File: src/rtl/debounce_channel.sv
// One button channel: two-flop synchronizer, stability counter and registered
// press/release pulses that line up with the first cycle of the new level.
module debounce_channel #(
  parameter int unsigned DEBOUNCE_CYCLES = 4,
  parameter int unsigned CNT_W           = 3
) (
  input  logic clock,
  input  logic reset,
  input  logic raw_in,
  output logic level_out,
  output logic press_out,
  output logic release_out
);

  localparam logic [CNT_W-1:0] CNT_LAST = CNT_W'(DEBOUNCE_CYCLES - 32'd1);

  logic             sync0_q, sync0_d;
  logic             sync1_q, sync1_d;
  logic             level_q, level_d;
  logic             press_q, press_d;
  logic             release_q, release_d;
  logic [CNT_W-1:0] cnt_q, cnt_d;

  // Next-state: count consecutive disagreeing cycles, accept the change on the last one
  always_comb begin
    sync0_d   = raw_in;
    sync1_d   = sync0_q;
    level_d   = level_q;
    press_d   = 1'b0;
    release_d = 1'b0;
    cnt_d     = cnt_q;
    if (sync1_q == level_q) begin
      cnt_d = {CNT_W{1'b0}};
    end else if (cnt_q == CNT_LAST) begin
      level_d   = sync1_q;
      cnt_d     = {CNT_W{1'b0}};
      press_d   = sync1_q;
      release_d = ~sync1_q;
    end else begin
      cnt_d = cnt_q + CNT_W'(1);
    end
  end

  // State registers
  always_ff @(posedge clock or negedge reset) begin
    if (!reset) begin
      sync0_q   <= 1'b0;
      sync1_q   <= 1'b0;
      level_q   <= 1'b0;
      press_q   <= 1'b0;
      release_q <= 1'b0;
      cnt_q     <= {CNT_W{1'b0}};
    end else begin
      sync0_q   <= sync0_d;
      sync1_q   <= sync1_d;
      level_q   <= level_d;
      press_q   <= press_d;
      release_q <= release_d;
      cnt_q     <= cnt_d;
    end
  end

  assign level_out   = level_q;
  assign press_out   = press_q;
  assign release_out = release_q;

endmodule

File: src/rtl/button_debouncer.sv
// Debounces NUM_BUTTONS raw push-button pins into clean levels and
// one-cycle press/release pulses; each bit is an independent channel.
module button_debouncer #(
  parameter int unsigned CLOCK_FREQUENCY = 12000000,
  parameter int unsigned DEBOUNCE_MS     = 10,
  parameter int unsigned NUM_BUTTONS     = 2
) (
  input  logic                   clock,
  input  logic                   reset,
  input  logic [NUM_BUTTONS-1:0] button_raw,
  output logic [NUM_BUTTONS-1:0] button_level,
  output logic [NUM_BUTTONS-1:0] button_press,
  output logic [NUM_BUTTONS-1:0] button_release
);

  function automatic int unsigned clog2(input int unsigned value);
    int unsigned r;
    r = 32'd0;
    for (int unsigned i = 32'd0; i < 32'd31; i++) begin
      if ((32'd1 << i) < value) begin
        r = i + 32'd1;
      end else begin
        r = r;
      end
    end
    return r;
  endfunction

  localparam int unsigned RAW_CYCLES      = CLOCK_FREQUENCY / 32'd1000 * DEBOUNCE_MS;
  // A zero-length window would make the counter compare against -1
  localparam int unsigned DEBOUNCE_CYCLES = (RAW_CYCLES < 32'd1) ? 32'd1 : RAW_CYCLES;
  localparam int unsigned CNT_W           = clog2(DEBOUNCE_CYCLES + 32'd1);

  for (genvar i = 0; i < NUM_BUTTONS; i++) begin : g_chan
    debounce_channel #(
      .DEBOUNCE_CYCLES (DEBOUNCE_CYCLES),
      .CNT_W           (CNT_W)
    ) u_chan (
      .clock       (clock),
      .reset       (reset),
      .raw_in      (button_raw[i]),
      .level_out   (button_level[i]),
      .press_out   (button_press[i]),
      .release_out (button_release[i])
    );
  end

endmodule
File: config.mk
export PLATFORM = sky130hd
export DESIGN_NAME = button_debouncer
export DESIGN_NICKNAME = d
export VERILOG_FILES = /design/src/rtl/debounce_channel.sv /design/src/rtl/button_debouncer.sv
export SDC_FILE = /design/constraint.sdc
export NUM_CORES = 1
export LEC_CHECK = 0
export CAP_MARGIN = 25
export CORE_ASPECT_RATIO = 0.75
export CORE_MARGIN = 1.5
export CORE_UTILIZATION = 53
export DETAILED_ROUTE_END_ITERATION = 10
export GPL_ROUTABILITY_DRIVEN = 0
export HOLD_SLACK_MARGIN = 0.12
export PLACE_DENSITY = 0.72
export SLEW_MARGIN = 40
export SYNTH_ARGS = -nofsm -noshare
export SYNTH_HDL_FRONTEND = slang
export SYNTH_SLANG_ARGS = --single-unit
File: constraint.sdc
create_clock -name clock -period 2.2 [get_ports clock]
set_input_delay 0.22 -clock clock [delete_from_list [all_inputs] [get_ports clock]]
set_output_delay 0.22 -clock clock [all_outputs]
set_load 0.03 [all_outputs]
==> flow_summary.json, run 1 <==
{
  "status": "complete, no violations",
  "yosysWarnings": 0,
  "post_cts_buffers": 0,
  "vias": 1420,
  "synth_cell_types": 28,
  "min_from": "g_chan[0].u_chan.sync0_q",
  "grt-ovfl-total": 0,
  "grt_antenna_before_repair": 0,
  "cp_top_family": "simple AND/OR/NAND/NOR gates",
  "critPathBufInv": 0,
  "clkLatencyLatePin_ns": 0.29,
  "die_h_um": 56.9,
  "path_class": "flop to flop",
  "busiest_layer": "met2",
  "slew_headroom": 0.630,
  "cts_inserted_buffers": 5,
  "grt_pass1_vias": 1352,
  "track_usage": 0.187,
  "max-cap-violations": 0,
  "r2r_cells": 5,
  "syn_area_um2": 2050,
  "min_path_type": "flop to flop",
  "p_per_area_nw_per_um2": 620,
  "antenna_cells": 0,
  "max_stage_delay_ns": 0.52,
  "p_leak_nw": 0.914,
  "r2r_setup_slack_ns": 0.21,
  "period_needed_ns": 1.99,
  "rows": 19,
  "drt_iter0_drc": 112,
  "crit_slowest_cell": "nand2_1",
  "grt_max_degree": 45,
  "cts_max_level": 2,
  "drcViolationCount": 0,
  "die_area_um2": 4260,
  "grt_first_pass_wirelength_um": 5960,
  "whs_path_depth": 0,
  "dpl_cell_area_um2": 2140,
  "synth_fp_nets": 199,
  "seq_area_frac_synth": 0.537,
  "finalNetCount": 207,
  "crit_chain": "ha_1 -> and4_1 -> nand4_1 -> nand2_1 -> nor2_1",
  "avgRoutedWirePerCell_um": 13.9,
  "cp-startpoint": "g_chan[1].u_chan.cnt_q[0]",
  "viasPerCell": 5.59,
  "critPathRequiredTime_ns": 2.35,
  "synth.avg_cell_area_um2": 10.6,
  "synth-seq-cells": 44,
  "initial_core_util": 0.557,
  "cts-root-buf": "clkbuf_8",
  "reg2reg_to": "g_chan[1].u_chan.cnt_q[15]",
  "skew_ns": 0.00437,
  "drtPass1Iterations": 4,
  "arrival_ns": 2.15,
  "cp_max_fo": 16,
  "hold_viol_final": 0,
  "grtUsageMet2": 0.272,
  "finalSetupViolCount": 0,
  "fin_tns_setup_ns": 0,
  "clockBufferDepth": 2,
  "dpl.hpwl_um": 2400,
  "vdd_ir_drop_max_uv": 445,
  "die_w_um": 74.8,
  "nFillCells": 304,
  "drv_slew": 0,
  "rr_startpoint": "g_chan[1].u_chan.cnt_q[0]",
  "synthCells": 193,
  "cts_tree": "done",
  "clkTransAtPathRegs_ns": 0.08,
  "clock_sinks": 44,
  "hold_end": "g_chan[0].u_chan.sync1_q",
  "endpoint_kind": "flop",
  "min_period_over_period": 0.907,
  "io_buffer_count": 9,
  "tightest_slew_ns": 0.554,
  "core_um2": 3680,
  "startpoint_type": "flop",
  "area_growth_pct": 9.58,
  "power.total_w": 0.00139,
  "met3_usage": 0.0521,
  "antenna_left": 0,
  "ios": 10,
  "drive_gt1_frac": 0.0743,
  "fmax_mhz": 501,
  "finalInstanceArea_um2": 2250,
  "wirelength_um": 3540,
  "grt_setup_unrepaired": "no",
  "use_met1": 0.271
}
## cells by family after synthesis
| group | synth area share |
|---|---|
| muxes | 0.0110 |
| and+or+nand+nor | 0.267 |
| xor gates and xnor gates | 0.132 |
| adders and majority gates | 0.0122 |
| buffers and inverters | 0.0360 |
| AOI/OAI and AO/OA | 0.00488 |
| DFF | 0.537 |
## cell usage in the layout (no fill, tap or decap), types with 6 or more instances in the layout
cell type | Yosys | final
nand3_1 | 10 | 10
xnor2_1 | 22 | 22
nand2_1 | 10 | 10
nor4_1 | 11 | 11
nand4_1 | 10 | 10
nor3_1 | 6 | 6
clkdlybuf4s50_1 | 0 | 8
clkbuf_8 | 0 | 6
dfrtp_1 | 44 | 44
xor2_1 | 9 | 9
nor2_1 | 34 | 34
## worst register-to-register path: cells and delay by family (launching register included)
family / cells / cell delay [ns]
adders and majority gates: 1 / 0.26
DFF: 1 / 0.42
and+or+nand+nor: 4 / 1.17
## stage by stage
step / setup slack (ns) / hold WS, ns / std cells / util
5_1_grt: 0.0515 / 0.356 / 254 / 0.610
6_report: 0.205 / 0.358 / 254 / 0.610
2_1_floorplan: 0.517 / -0.0756 / 193 / -
4_1_cts: 0.208 / 0.358 / 254 / 0.610
3_5_place_dp: 0.221 / 0.244 / 245 / 0.582
3_3_place_gp: 0.293 / 0.338 / 245 / 0.581
## area by class of cell
| type | count | area [µm²] | area share |
|---|---|---|---|
| Sequential cell | 44 | 1100 | 0.490 |
| Timing Repair Buffer | 10 | 97.6 | 0.0434 |
| Multi-Input combinational cell | 136 | 876 | 0.390 |
| Inverter | 4 | 15.0 | 0.00668 |
| Clock buffer | 6 | 82.6 | 0.0367 |
| Clock inverter | 2 | 10.0 | 0.00445 |
| Tap cell | 52 | 65.1 | 0.0290 |
## per-layer routing
| layer | vias up | routed length, µm |
|---|---|---|
| met4 | 0 | 16 |
| met1 | 716 | 1830 |
| met3 | 2 | 119 |
| met2 | 26 | 1570 |
| met5 | - | 0 |
| li1 | 676 | - |
## registers in the layout, summed over array words and instances (netlist names)
signal                     cells
g_chan.u_chan.press_out        2
g_chan.u_chan.sync0_q          2
g_chan.u_chan.level_out        2
g_chan.u_chan.release_out      2
g_chan.u_chan.sync1_q          2
g_chan.u_chan.cnt_q           34
## cell usage after synthesis, drive strengths merged
master / n / area share
and3: 2 / 0.0061
nor3b: 4 / 0.015
buf: 8 / 0.027
inv: 4 / 0.0073
nor4bb: 3 / 0.015
nor2: 34 / 0.062
and4: 3 / 0.013
o21ai: 1 / 0.0024
ha: 2 / 0.012
clkbuf: 1 / 0.0018
nand3: 10 / 0.024
a21oi: 1 / 0.0024
nand2: 10 / 0.018
dfrtp: 44 / 0.54
mux2: 2 / 0.011
or3: 2 / 0.0085
xor2: 9 / 0.038
nor3: 6 / 0.015
nand4: 12 / 0.047
nor4b: 1 / 0.0043
and4b: 1 / 0.0049
xnor2: 22 / 0.094
nor4: 11 / 0.034
## power by group
part	leakage, nW	switching, W	internal [W]	total (W)
combinational	0.263	0.0000344	0.0000161	0.0000505
clock	0.0510	0.000256	0.000251	0.000506
sequential	0.601	0.0000158	0.000820	0.000836
total	0.914	0.000306	0.00109	0.00139
## worst max path at each step
| stage | to | cells after the start |
|---|---|---|
| floorplan | g_chan[1].u_chan.cnt_q[16] | 5 |
| global route | g_chan[1].u_chan.cnt_q[15] | 5 |
| detailed placement | g_chan[1].u_chan.cnt_q[15] | 5 |
| finish | g_chan[1].u_chan.cnt_q[15] | 5 |
| global placement | g_chan[1].u_chan.cnt_q[9] | 5 |
| CTS | g_chan[1].u_chan.cnt_q[15] | 5 |
## what timing repair did
item | 4_1_cts | 5_1_grt
hold buffers | 1 | 0
resized for setup | 0 | 0
hold endpoints to repair | 44 | 0
setup endpoints to repair | 0 | 0
Note: power is estimated with default switching activity, not from simulation.
==> run 2: changes to the inputs <==
--- a/config.mk
+++ b/config.mk
@@ -10,9 +10,10 @@
 export CORE_MARGIN = 1.5
 export CORE_UTILIZATION = 53
 export DETAILED_ROUTE_END_ITERATION = 10
+export DONT_BUFFER_PORTS = 1
 export GPL_ROUTABILITY_DRIVEN = 0
 export HOLD_SLACK_MARGIN = 0.12
-export PLACE_DENSITY = 0.72
+export PLACE_DENSITY = 0.68
 export SLEW_MARGIN = 40
 export SYNTH_ARGS = -nofsm -noshare
 export SYNTH_HDL_FRONTEND = slang
==> constraint.sdc (replaced) <==
create_clock -name clock -period 2.3 [get_ports clock]
set_input_delay 0.23 -clock clock [delete_from_list [all_inputs] [get_ports clock]]
set_output_delay 0.23 -clock clock [all_outputs]
set_load 0.03 [all_outputs]
==> run 2 against run 1 <==
- critical path depth unchanged
- core utilization decreased by 0.68 points
- non-clock buffer count decreased by 6
- clock skew increased by 0.0032 ns
- setup slack improved by 0.14 ns
- cell count decreased by 2.4%
- die area unchanged
- first-iteration DRC count increased by 22%
- clock-buffer cell count decreased by 1
- fmax increased by 2.1%
- global-route usage increased by 1.1 points
==> flow_summary.json, run 2 (synthesized netlist as in run 1, its figures left out) <==
{
  "status": "complete, no violations",
  "die_area_um2": 4260,
  "setup_ws_ns": 0.347,
  "drt_iter0_drc": 137,
  "period_needed_ns": 1.95,
  "cp_max_fo": 16,
  "fmax_mhz": 512,
  "max-cap-violations": 0,
  "p_per_area_nw_per_um2": 653,
  "multi_input_comb_area_um2": 876,
  "startpoint_type": "flop",
  "cts_resized": 0,
  "cts_tree": "done",
  "post_cts_buffers": 0,
  "hold_viol_final": 0,
  "regArea_um2": 1100,
  "io_buffer_count": 0,
  "finalSetupViolCount": 0,
  "skew_ns": 0.00757,
  "grt_max_degree": 45,
  "grt_first_pass_wirelength_um": 6220,
  "min_from": "g_chan[0].u_chan.sync0_q",
  "nFillCells": 322,
  "largest_reg_flops": 34,
  "grt_setup_unrepaired": "no",
  "clkTransAtPathRegs_ns": 0.09,
  "vdd_ir_drop_max_uv": 467,
  "p_leak_nw": 0.903,
  "tightest_slew_ns": 0.538,
  "grt_antenna_before_repair": 0,
  "cts_hold_buffers": 4,
  "wirelength_um": 3590,
  "drv_slew": 0,
  "place_ws_ns": 0.370,
  "ios": 10,
  "clockBufferDepth": 2,
  "antenna_left": 0,
  "min_period_over_period": 0.849,
  "rr_startpoint": "g_chan[1].u_chan.cnt_q[0]",
  "antenna_cells": 0,
  "final_common_cell": "dfrtp_1",
  "drcViolationCount": 0,
  "slew_headroom": 0.640,
  "arrival_ns": 2.12,
  "clkLatencyLatePin_ns": 0.30,
  "track_usage": 0.198,
  "endpoint_kind": "flop",
  "grt_pass1_vias": 1323,
  "cts_inserted_buffers": 5,
  "hold_end": "g_chan[0].u_chan.sync1_q",
  "finalNetCount": 201,
  "reg2reg_to": "g_chan[1].u_chan.cnt_q[7]",
  "r2r_cells": 5,
  "path_class": "flop to flop",
  "whs_path_depth": 0,
  "die_h_um": 56.9,
  "top_register": "g_chan.u_chan.cnt_q",
  "drtPass1Iterations": 4,
  "core_um2": 3680,
  "vias": 1393,
  "r2r_setup_slack_ns": 0.35,
  "cts_max_level": 2,
  "die_w_um": 74.8,
  "rows": 19,
  "clock_sinks": 44,
  "final_cell_mix": "44 x dfrtp_1, 34 x nor2_1, 22 x xnor2_1",
  "dpl.hpwl_um": 2430,
  "drive_gt1_frac": 0.0765,
  "initial_core_util": 0.557,
  "grt-ovfl-total": 0,
  "avgRoutedWirePerCell_um": 14.5,
  "cts-root-buf": "clkbuf_8",
  "min_path_type": "flop to flop",
  "viasPerCell": 5.62,
  "fin_tns_setup_ns": 0,
  "area_growth_pct": 8.36,
  "critPathRequiredTime_ns": 2.46
}
[run 2: cell count changes in the layout (fill, tap and decap cells not counted), sizes merged]
cell,delta
clkdlybuf4s50,-8
clkinvlp,+1
clkinv,-2
bufinv,+1
dlygate4sd3,+2
inv,+1
clkbuf,-1
[run 2: worst max-delay path, cell delays in order (launching register included)]
cell     delay, ns
dfrtp_1       0.41
ha_1          0.28
and4_1        0.26
nand4_1       0.24
nand2_1       0.50
nor2_1        0.11
[run 2: how the worst max path moves through the flow]
| stage | start | to |
|---|---|---|
| 6_report | g_chan[1].u_chan.cnt_q[0] | g_chan[1].u_chan.cnt_q[7] |
| 5_1_grt | g_chan[1].u_chan.cnt_q[0] | g_chan[1].u_chan.cnt_q[11] |
| 4_1_cts | g_chan[1].u_chan.cnt_q[0] | g_chan[1].u_chan.cnt_q[7] |
| 3_5_place_dp | g_chan[1].u_chan.cnt_q[0] | g_chan[1].u_chan.cnt_q[11] |
| 3_3_place_gp | g_chan[1].u_chan.cnt_q[0] | g_chan[1].u_chan.cnt_q[4] |
| 2_1_floorplan | g_chan[1].u_chan.cnt_q[0] | g_chan[1].u_chan.cnt_q[16] |
[run 2: layout make-up]
type                            count  area share
Clock inverter                      3      0.0208
Tap cell                           52      0.0293
Inverter                            4     0.00676
Sequential cell                    44       0.495
Multi-Input combinational cell    136       0.394
Clock buffer                        5      0.0310
Timing Repair Buffer                4      0.0225
[run 2: per-stage QoR]
stage / cells / hold slack [ns] / power (W) / area (µm²) / util
after global routing: 248 / 0.365 / 0.00151 / 2220 / 0.603
after detailed placement: 236 / -0.0648 / 0.000842 / 2060 / 0.558
after floorplan: 193 / -0.0656 / 0.000834 / 2050 / -
after global placement: 236 / -0.0647 / 0.000841 / 2060 / 0.558
after CTS: 248 / 0.364 / 0.00147 / 2220 / 0.603
final: 248 / 0.361 / 0.00145 / 2220 / 0.603
[run 2: layer usage]
layer  vias up  track usage  routed length, µm
met4         0       0.0727                 51
li1        668            -                  -
met1       679        0.302               1750
met2        39        0.259               1550
met5         -            0                  0
met3         7       0.0646                232
[run 2: power by group]
part | switching, W | leakage (nW) | internal [W]
logic | 0.0000336 | 0.247 | 0.0000171
clock network | 0.000274 | 0.0548 | 0.000327
registers | 0.0000149 | 0.601 | 0.000785
==> run 3: changes to the inputs <==
==> constraint.sdc (replaced) <==
create_clock -name clock -period 2 [get_ports clock]
set_input_delay 0.2 -clock clock [delete_from_list [all_inputs] [get_ports clock]]
set_output_delay 0.2 -clock clock [all_outputs]
set_load 0.03 [all_outputs]
==> run 3 against run 2 <==
- flip-flop and latch count stayed put
- via count is 0.86% lower
- core utilization is 0.27 points lower
- hold slack better by 0.0045 ns
- critical path type unchanged
- largest cell class unchanged
- highest routed layer unchanged
==> flow_summary.json, run 3 (synthesized netlist as in run 1, its figures left out) <==
{
  "fmax_mhz": 533,
  "fin_tns_setup_ns": 0,
  "clock_sinks": 44,
  "final_common_cell": "dfrtp_1",
  "cp_max_fo": 5,
  "seqPwrFrac": 0.601,
  "regArea_um2": 1100,
  "die_h_um": 56.9,
  "hold_viol_final": 0,
  "power_switching_w": 0.000324,
  "area_growth_pct": 7.87,
  "max-cap-violations": 0,
  "drtPass1Iterations": 4,
  "cp_top_family": "simple AND/OR/NAND/NOR gates",
  "vias": 1381,
  "drcViolationCount": 0,
  "p_leak_nw": 0.903,
  "cts-root-buf": "clkbuf_8",
  "cts_max_level": 2,
  "min_path_type": "input pin to async pin",
  "grt_first_pass_wirelength_um": 6260,
  "vdd_ir_drop_max_uv": 526,
  "io_buffer_count": 0,
  "antenna_left": 0,
  "critPathRequiredTime_ns": 2.21,
  "viasPerCell": 5.52,
  "grt_pass1_vias": 1394,
  "nFillCells": 293,
  "clockBufferDepth": 2,
  "ios": 10,
  "p_sw_frac": 0.212,
  "final_cell_mix": "44 x dfrtp_1, 34 x nor2_1, 22 x xnor2_1",
  "track_usage": 0.197,
  "dpl_cell_area_um2": 2070,
  "dpl.hpwl_um": 2400,
  "antenna_cells": 0,
  "grt-ovfl-total": 0,
  "critPathBufInv": 0,
  "path_class": "flop to flop",
  "finalInstanceArea_um2": 2210,
  "finalNetCount": 203,
  "startpoint_type": "flop",
  "min_period_over_period": 0.938,
  "r2r_cells": 5,
  "grt_setup_unrepaired": "no",
  "multi_input_comb_area_um2": 876,
  "grt_antenna_before_repair": 0,
  "endpoint_kind": "flop",
  "arrival_ns": 2.08,
  "clkTransAtPathRegs_ns": 0.08,
  "rows": 19,
  "cts_tree": "done",
  "cts_resized": 0,
  "internal-power_w": 0.00121,
  "period_needed_ns": 1.88,
  "clock_power_share": 0.359,
  "cts_inserted_buffers": 5,
  "p_per_area_nw_per_um2": 692,
  "tightest_slew_ns": 0.466,
  "core_um2": 3680,
  "finalSetupViolCount": 0,
  "top_register": "g_chan.u_chan.cnt_q",
  "clkLatencyLatePin_ns": 0.29,
  "drv_slew": 0,
  "slew_headroom": 0.688,
  "cp.depth": 5,
  "drive_gt1_frac": 0.0758,
  "wirelength_um": 3560,
  "crit_slowest_cell": "or3_4",
  "power_frac_comb": 0.040,
  "crit_chain": "ha_1 -> nand4_2 -> or3_4 -> or3_1 -> a21oi_1",
  "die_area_um2": 4260,
  "status": "complete, no violations",
  "largest_reg_flops": 34,
  "grt_max_degree": 45,
  "hold_slack_ns": 0.365,
  "drt_iter0_drc": 90,
  "avgRoutedWirePerCell_um": 14.2,
  "die_w_um": 74.8,
  "initial_core_util": 0.557,
  "max_stage_delay_ns": 0.43,
  "skew_ns": 0.00639
}
[run 3: path summary, 6_finish.rpt]
check                                               start                          to  slack (ns)
worst min register to register   g_chan[1].u_chan.sync0_q    g_chan[1].u_chan.sync1_q        0.37
max in group asynchronous                           reset   g_chan[0].u_chan.cnt_q[1]        1.43
worst max-delay path            g_chan[1].u_chan.cnt_q[0]  g_chan[1].u_chan.cnt_q[16]        0.12
worst max register to register  g_chan[1].u_chan.cnt_q[0]  g_chan[1].u_chan.cnt_q[16]        0.12
worst min-delay path                                reset   g_chan[1].u_chan.cnt_q[0]        0.37
min in group clock               g_chan[1].u_chan.sync0_q    g_chan[1].u_chan.sync1_q        0.37
[run 3: final cells by class]
class	count	area share
inverter	4	0.00679
sequential	44	0.498
timing repair buffer	6	0.0294
clock buffer	8	0.0407
tap	52	0.0294
multi-input combinational	136	0.396
[run 3: layer usage]
metal | vias up | share of wire | GRT usage | wire length [µm]
li1 | 672 | - | - | -
met1 | 668 | 0.51 | 0.296 | 1810
met2 | 36 | 0.43 | 0.274 | 1540
met3 | 5 | 0.050 | 0.0557 | 179
met4 | 0 | 0.0090 | 0.0571 | 32
met5 | - | 0 | 0 | 0
[run 3: what timing repair did]
action                                 4_1_cts  5_1_grt
hold buffers                                 4        0
setup buffers                                0        0
endpoints found under the hold margin       46        0
[run 3: power by group through the flow]
stage,clock [W],combinational [W],sequential [W]
final,0.000550,0.0000607,0.000920
after global routing,0.000620,0.0000697,0.000922
after CTS,0.000573,0.0000621,0.000920
after detailed placement,0,0.0000345,0.000937
after global placement,0,0.0000341,0.000936
after floorplan,0,0.0000262,0.000933
[run 3: per-stage QoR]
step / std cells / util / setup WS (ns) / total power, W
3_3_place_gp: 238 / 0.562 / 0.270 / 0.000970
2_1_floorplan: 193 / - / 0.317 / 0.000959
5_1_grt: 250 / 0.600 / 0.0391 / 0.00161
6_report: 250 / 0.600 / 0.124 / 0.00153
4_1_cts: 250 / 0.600 / 0.123 / 0.00156
3_5_place_dp: 238 / 0.562 / 0.138 / 0.000972
